===== src/rtl/sr_ff_bank.sv =====
// Bank of N clocked SR flip-flops with compile-time S=R=1 resolution, sticky conflict flags
// and, when SR_BANK_CONFLICT_CNT_EN is defined, a saturating conflict-cycle counter.
module sr_ff_bank #(
  parameter int              N    = 8,
  parameter int              MODE = 0,
  parameter logic [N-1:0]    INIT = '0,
  parameter int              CW   = 8
) (
  input  logic          clk,
  input  logic          rst,
  input  logic          en,
  input  logic [N-1:0]  s,
  input  logic [N-1:0]  r,
  input  logic          load,
  input  logic [N-1:0]  load_val,
  input  logic          clr_flag,
  output logic [N-1:0]  q,
  output logic [N-1:0]  qbar,
  output logic [N-1:0]  conflict,
  output logic          any_conflict,
  output logic [CW-1:0] conflict_cnt
);

  if (MODE < 0 || MODE > 3) begin : g_bad_mode
    $error("sr_ff_bank: MODE must be 0..3");
  end
  if (N < 1 || N > 32) begin : g_bad_n
    $error("sr_ff_bank: N must be 1..32");
  end
  if (CW < 1 || CW > 16) begin : g_bad_cw
    $error("sr_ff_bank: CW must be 1..16");
  end

  logic [N-1:0] q_nxt;
  logic [N-1:0] hit;
  logic [N-1:0] conflict_nxt;

  // Conflicts are only observed while en=1; a disabled bank ignores s/r entirely.
  assign hit          = en ? (s & r) : '0;
  assign conflict_nxt = clr_flag ? hit : (conflict | hit);

  always_comb begin
    q_nxt = q;
    if (load) begin
      q_nxt = load_val;
    end else if (en) begin
      for (int i = 0; i < N; i++) begin
        case ({s[i], r[i]})
          2'b01:   q_nxt[i] = 1'b0;
          2'b10:   q_nxt[i] = 1'b1;
          2'b11: begin
            case (MODE)
              0:       q_nxt[i] = 1'b0;
              1:       q_nxt[i] = 1'b1;
              2:       q_nxt[i] = q[i];
              default: q_nxt[i] = ~q[i];
            endcase
          end
          default: q_nxt[i] = q[i];
        endcase
      end
    end
  end

  always_ff @(posedge clk) begin
    if (rst) begin
      q            <= INIT;
      conflict     <= '0;
      any_conflict <= 1'b0;
    end else begin
      q            <= q_nxt;
      conflict     <= conflict_nxt;
      any_conflict <= |conflict_nxt;
    end
  end

  // Derived from the register itself, so it can never disagree with q.
  assign qbar = ~q;

`ifdef SR_BANK_CONFLICT_CNT_EN
  localparam logic [CW-1:0] CNT_MAX = '1;
  logic [CW-1:0] cnt_r;

  // A clear coinciding with a new conflict restarts the count at 1, not 0.
  always_ff @(posedge clk) begin
    if (rst) begin
      cnt_r <= '0;
    end else if (clr_flag) begin
      cnt_r <= CW'(|hit);
    end else if (|hit && cnt_r != CNT_MAX) begin
      cnt_r <= cnt_r + CW'(1);
    end
  end

  assign conflict_cnt = cnt_r;
`else
  assign conflict_cnt = '0;
`endif

endmodule


===== config.mk =====
export PLATFORM = sky130hd
export DESIGN_NAME = sr_ff_bank
export DESIGN_NICKNAME = d
export VERILOG_FILES = /design/src/rtl/sr_ff_bank.sv
export SDC_FILE = /design/constraint.sdc
export NUM_CORES = 1
export LEC_CHECK = 0
export BUFFER_PORTS_ARGS = -buffer_cell sky130_fd_sc_hd__buf_4
export CAP_MARGIN = 20
export CORE_UTILIZATION = 40
export DETAILED_ROUTE_END_ITERATION = 7
export GPL_TIMING_DRIVEN = 0
export PLACE_DENSITY = 0.8
export SLEW_MARGIN = 10
export SYNTH_ARGS = -nofsm -noshare
export SYNTH_HDL_FRONTEND = slang
export SYNTH_SLANG_ARGS = --single-unit

===== constraint.sdc =====
create_clock -name clk -period 2.3 [get_ports clk]
set_clock_uncertainty 0.1 [all_clocks]
set_input_delay 0.345 -clock clk [delete_from_list [all_inputs] [get_ports clk]]
set_output_delay 0.345 -clock clk [all_outputs]
set_load 0.02 [all_outputs]

==> results of run 1 <==
==> kinds of logic after synthesis <==
kind of cell	count (synthesis)	synth area share (%)
AOI/OAI and AO/OA	33	24.3
and+or+nand+nor	28	18.1
buffers and inverters	23	16.0
DFF	17	41.1
other	1	0.453
==> metrics by stage <==
step,total power (W),area [um2],hold WS [ns]
2_1_floorplan,0.000433,855,0.381
3_3_place_gp,0.000519,1270,0.384
3_5_place_dp,0.000523,1270,0.400
4_1_cts,0.000679,1300,0.190
5_1_grt,0.000710,1300,0.193
6_report,0.000678,1300,0.189
==> report_power, final <==
| part | switching (W) | total, W | internal (W) | leakage, nW |
|---|---|---|---|---|
| clock | 0.0000943 | 0.000162 | 0.0000676 | 0.0150 |
| combinational | 0.000100 | 0.000196 | 0.0000956 | 0.473 |
| sequential | 0.0000101 | 0.000321 | 0.000311 | 0.140 |
| total | 0.000205 | 0.000678 | 0.000474 | 0.627 |
==> synth_stat cells <==
| cell | number |
|---|---|
| a21oi_1 | 24 |
| dfxtp_1 | 17 |
| inv_1 | 9 |
| a211o_1 | 8 |
| buf_4 | 8 |
| nand2_1 | 8 |
| nand2b_1 | 8 |
| nand3_1 | 7 |
| nand4_1 | 4 |
| clkbuf_1 | 3 |
| buf_6 | 2 |
| buf_2 | 1 |
| conb_1 | 1 |
| nand3_2 | 1 |
| o41a_1 | 1 |
==> state kept, by name (all words and copies together), names as in the netlist <==
name,count
conflict,8
q,8
any_conflict,1
==> cell type report <==
cell class / instances / area (um2) / share of cell area [%]
buffer: 14 / 98.8 / 7.62
clock buffer: 4 / 26.3 / 2.03
sequential: 17 / 340 / 26.2
timing repair buffer: 51 / 383 / 29.5
tap: 27 / 33.8 / 2.60
inverter: 9 / 33.8 / 2.60
multi-input combinational: 69 / 382 / 29.4
==> metal layers <==
| metal | global-route usage [%] | share of wire, % | routed length [um] | up-vias |
|---|---|---|---|---|
| met5 | 0 | 0 | 0 | - |
| met1 | 22.9 | 40 | 880 | 419 |
| met2 | 36.2 | 52 | 1140 | 35 |
| met3 | 2.26 | 5.8 | 127 | 5 |
| li1 | - | - | - | 457 |
| met4 | 8.57 | 1.8 | 39 | 0 |
==> critical path: stages (launching register included) <==
cell	delay, ns
dfxtp_1	0.38
inv_1	0.05
buf_4	0.15
==> final timing paths <==
| check | end | slack (ns) | depth (start not counted) |
|---|---|---|---|
| max | qbar[4] | 0.98 | 2 |
| min | q[6] | 0.19 | 3 |
| max reg2reg | any_conflict | 1.14 | 3 |
| min reg2reg | conflict[5] | 0.42 | 2 |
==> flow_metrics.tcl, run 1 <==
set metrics [dict create \
    status "finished clean" \
    finalCritPeriodShare_pct 57.4 \
    start_util_pct 42.2 \
    final_common_cell "buf_4" \
    p_per_area_nw_per_um2 523 \
    max_cap_violations 0 \
    hold_viol_final 0 \
    ys_seq_elements 17 \
    stdcell_count 191 \
    syn_avg_cell_area_um2 8.12 \
    viasPerCell 4.80 \
    synth_seq_area_share_pct 41.1 \
    clkSinkCount 17 \
    route.detailed.drc 0 \
    cp_data_arrival_time_ns 0.88 \
    syn_area_um2 828 \
    dp.cells 187 \
    ant_nets 0 \
    grt_use_total_pct 19.7 \
    rsz0062_at_grt "no" \
    die_w_um 47.5 \
    die-area_um2 2260 \
    areaGrowthSynthToFinish_pct 56.6 \
    setup_viol 0 \
    utilization_pct 66.1 \
    crit_type "flop to primary output" \
    cts_buffers 3 \
    setup_tns_ns 0 \
    synth_top_area_share_pct 41.1 \
    io_pins 62 \
    drt-initial-drc-count 20 \
    nFillCells 188 \
    cts-hold-fix-buffers 0 \
    gp_congestion 0.821 \
    synth_warnings 0 \
    synth_cell_type_count 15 \
    rows 16 \
    holdCritStartpoint "load_val[6]" \
    timing.final.ws_setup_ns 0.979 \
    ctsLongestPathBuffers 2 \
    power_leakage_nw 0.627 \
    tritoncts "done" \
    end_kind "primary output" \
    final_cell_mix "59 x buf_4, 24 x a21oi_1, 17 x dfxtp_1" \
    max_freq_mhz 757 \
    grt_overflow 0 \
    grt_pass1_wl_um 3080 \
    startpoint "q[4]" \
    die_h_um 47.5 \
    clockRootBuffer "clkbuf_4" \
    layout.nets 194 \
    hpwl_um 1730 \
    fin_crit_ns 1.32 \
    antennaDiodeCount 0 \
    ctsHtreeMaxLevel 1 \
    grt_max_degree 11 \
    drtPass1Iterations 4 \
    io_buffers 51 \
    worstPathRequired_ns 1.86 \
    drive_gt1_share_pct 40.2 \
    startpoint_type "flop" \
    hp-class "input port to flop" \
    antenna_found_initial 0 \
    clk_latency_ns 0.29 \
    wl_per_cell_um 11.5 \
    synth_area_leaders "dfxtp_1 41%, a21oi_1 15%, a211o_1 8.5%" \
    grt_pass1_vias 737 \
    postCtsSetupBuffers 0 \
    dp_slack_ns 0.838 \
    vias 916 \
    slew_violations 0 \
    yosys.area.top_type "dfxtp_1" \
    core-area_um2 1960 \
    timing.rr.start "conflict[3]" \
    clk_pin_slew_worst_paths_ns 0.10 \
    ir_drop_v 0.000312 \
    synthCells 102 \
    cp_max_fo 3 \
    cts_resized 0 \
    wirelength_um 2190 \
]
Power figures use the tool's default switching activity.
==> inputs of run 2 (changes only) <==
CORE_UTILIZATION = 35   (was 40)
PLACE_DENSITY = 0.74   (was 0.8)
clock period = 1.2 ns   (was 2.3 ns; I/O delays follow)
==> run 2 against run 1 <==
Against the previous run:
- core utilization fell by 7.4 points
- via count fell by 3.3%
- largest power group unchanged
- critical path type unchanged
- sequential power rose by 92%
- highest routed layer unchanged
- final cell count rose by 0.52%
==> flow_metrics.tcl, run 2 (synthesis results as in run 1) <==
set metrics [dict create \
    slew_violations 0 \
    drt-initial-drc-count 9 \
    die_h_um 50.6 \
    holdCritStartpoint "load_val[6]" \
    timing.rr.start "conflict[4]" \
    timing.final.ws_setup_ns 0.0511 \
    reg_top3 "conflict x8, q x8, any_conflict x1" \
    drtPass1Iterations 4 \
    antennaDiodeCount 0 \
    io_pins 62 \
    start_util_pct 37.4 \
    wirelength_um 2120 \
    grt_use_total_pct 17.0 \
    route.detailed.drc 0 \
    rows 17 \
    postCtsSetupBuffers 0 \
    die-area_um2 2560 \
    cp_data_arrival_time_ns 0.87 \
    areaGrowthSynthToFinish_pct 56.8 \
    grt_overflow 0 \
    setup_viol 0 \
    cts-hold-fix-buffers 0 \
    final_cell_mix "59 x buf_4, 24 x a21oi_1, 17 x dfxtp_1" \
    reg2reg_depth 3 \
    ant_nets 0 \
    dp.cells 188 \
    placed_area_um2 1270 \
    whs_ns 0.0383 \
    worstPathRequired_ns 0.92 \
    startpoint "q[1]" \
    viasPerCell 4.61 \
    grt_pass1_wl_um 3310 \
    hp-class "input port to flop" \
    grt_pass1_vias 808 \
    stdcell_count 192 \
    final_cell_area_um2 1300 \
    hold_viol_final 0 \
    ctsLongestPathBuffers 2 \
    dp_slack_ns -0.0675 \
    clk_pin_slew_worst_paths_ns 0.11 \
    clockRootBuffer "clkbuf_4" \
    finalCritPeriodShare_pct 95.7 \
    die_w_um 50.6 \
    cts_buffers 3 \
    grt_max_degree 11 \
    hold_end "q[6]" \
    cts_resized 0 \
    ir_drop_v 0.000582 \
    setup_tns_ns 0 \
    vias 886 \
    final_common_cell "buf_4" \
    timing.rr.end "any_conflict" \
    rsz0062_at_grt "no" \
    startpoint_type "flop" \
    ctsHtreeMaxLevel 1 \
    antenna_found_initial 0 \
    reg2reg_slack_ns 0.06 \
    drive_gt1_share_pct 40.2 \
    p_per_area_nw_per_um2 1000 \
    wl_per_cell_um 11.1 \
    clkSinkCount 17 \
    hpwl_um 1700 \
    crit_type "flop to primary output" \
    power_leakage_nw 0.627 \
    cp_max_fo 3 \
    fin_crit_ns 1.15 \
    max_freq_mhz 870 \
    io_buffers 51 \
    status "finished clean" \
    gp_congestion 0.732 \
    layout.nets 194 \
    hold_path_depth 3 \
    end_kind "primary output" \
    max_cap_violations 0 \
    tritoncts "done" \
    core-area_um2 2210 \
    clk_latency_ns 0.28 \
]
-- run 2: cell counts in the layout (fill, tap and decap cells not counted) --
Identical to the previous run, type by type.
-- run 2: critical path, cell delays in order, from the launching register on --
cell and delay, ns:
dfxtp_1 0.38, inv_1 0.05, buf_4 0.15
-- run 2: metal layers --
metal | GRT usage (%) | vias up | share of wire (%)
met3 | 3.03 | 2 | 7.7
met4 | 7.41 | 0 | 0.66
met5 | 0 | - | 0
met1 | 22.2 | 377 | 47
li1 | - | 461 | -
met2 | 27.1 | 46 | 44
-- run 2: report_power, final --
group / leakage (nW) / internal (W) / switching (W) / total, W
Sequential: 0.140 / 0.000595 / 0.0000196 / 0.000615
Clock: 0.0150 / 0.000129 / 0.000185 / 0.000313
Combinational: 0.473 / 0.000183 / 0.000190 / 0.000373
-- run 2: area by class of cell --
class                   instances  area (um2)
repair buffers                 51         383
fillers                       215         913
plain buffers                  14        98.8
multi-input cells              69         382
inverters                       9        33.8
well taps                      28        35.0
flip-flops and latches         17         340
clock buffers                   4        26.3
-- run 2: how the worst max path moves through the flow --
stage                              end  cells after the start
after global placement    any_conflict                      5
after global routing           qbar[6]                      2
after floorplan           any_conflict                      3
after CTS                      qbar[1]                      2
final                          qbar[1]                      2
after detailed placement  any_conflict                      5
-- run 2: per-stage QoR --
step           total power (W)  utilization [%]
4_1_cts                0.00131             58.7
2_1_floorplan         0.000829                -
3_5_place_dp           0.00100             57.5
5_1_grt                0.00137             58.7
6_report               0.00130             58.7
3_3_place_gp          0.000996             57.5
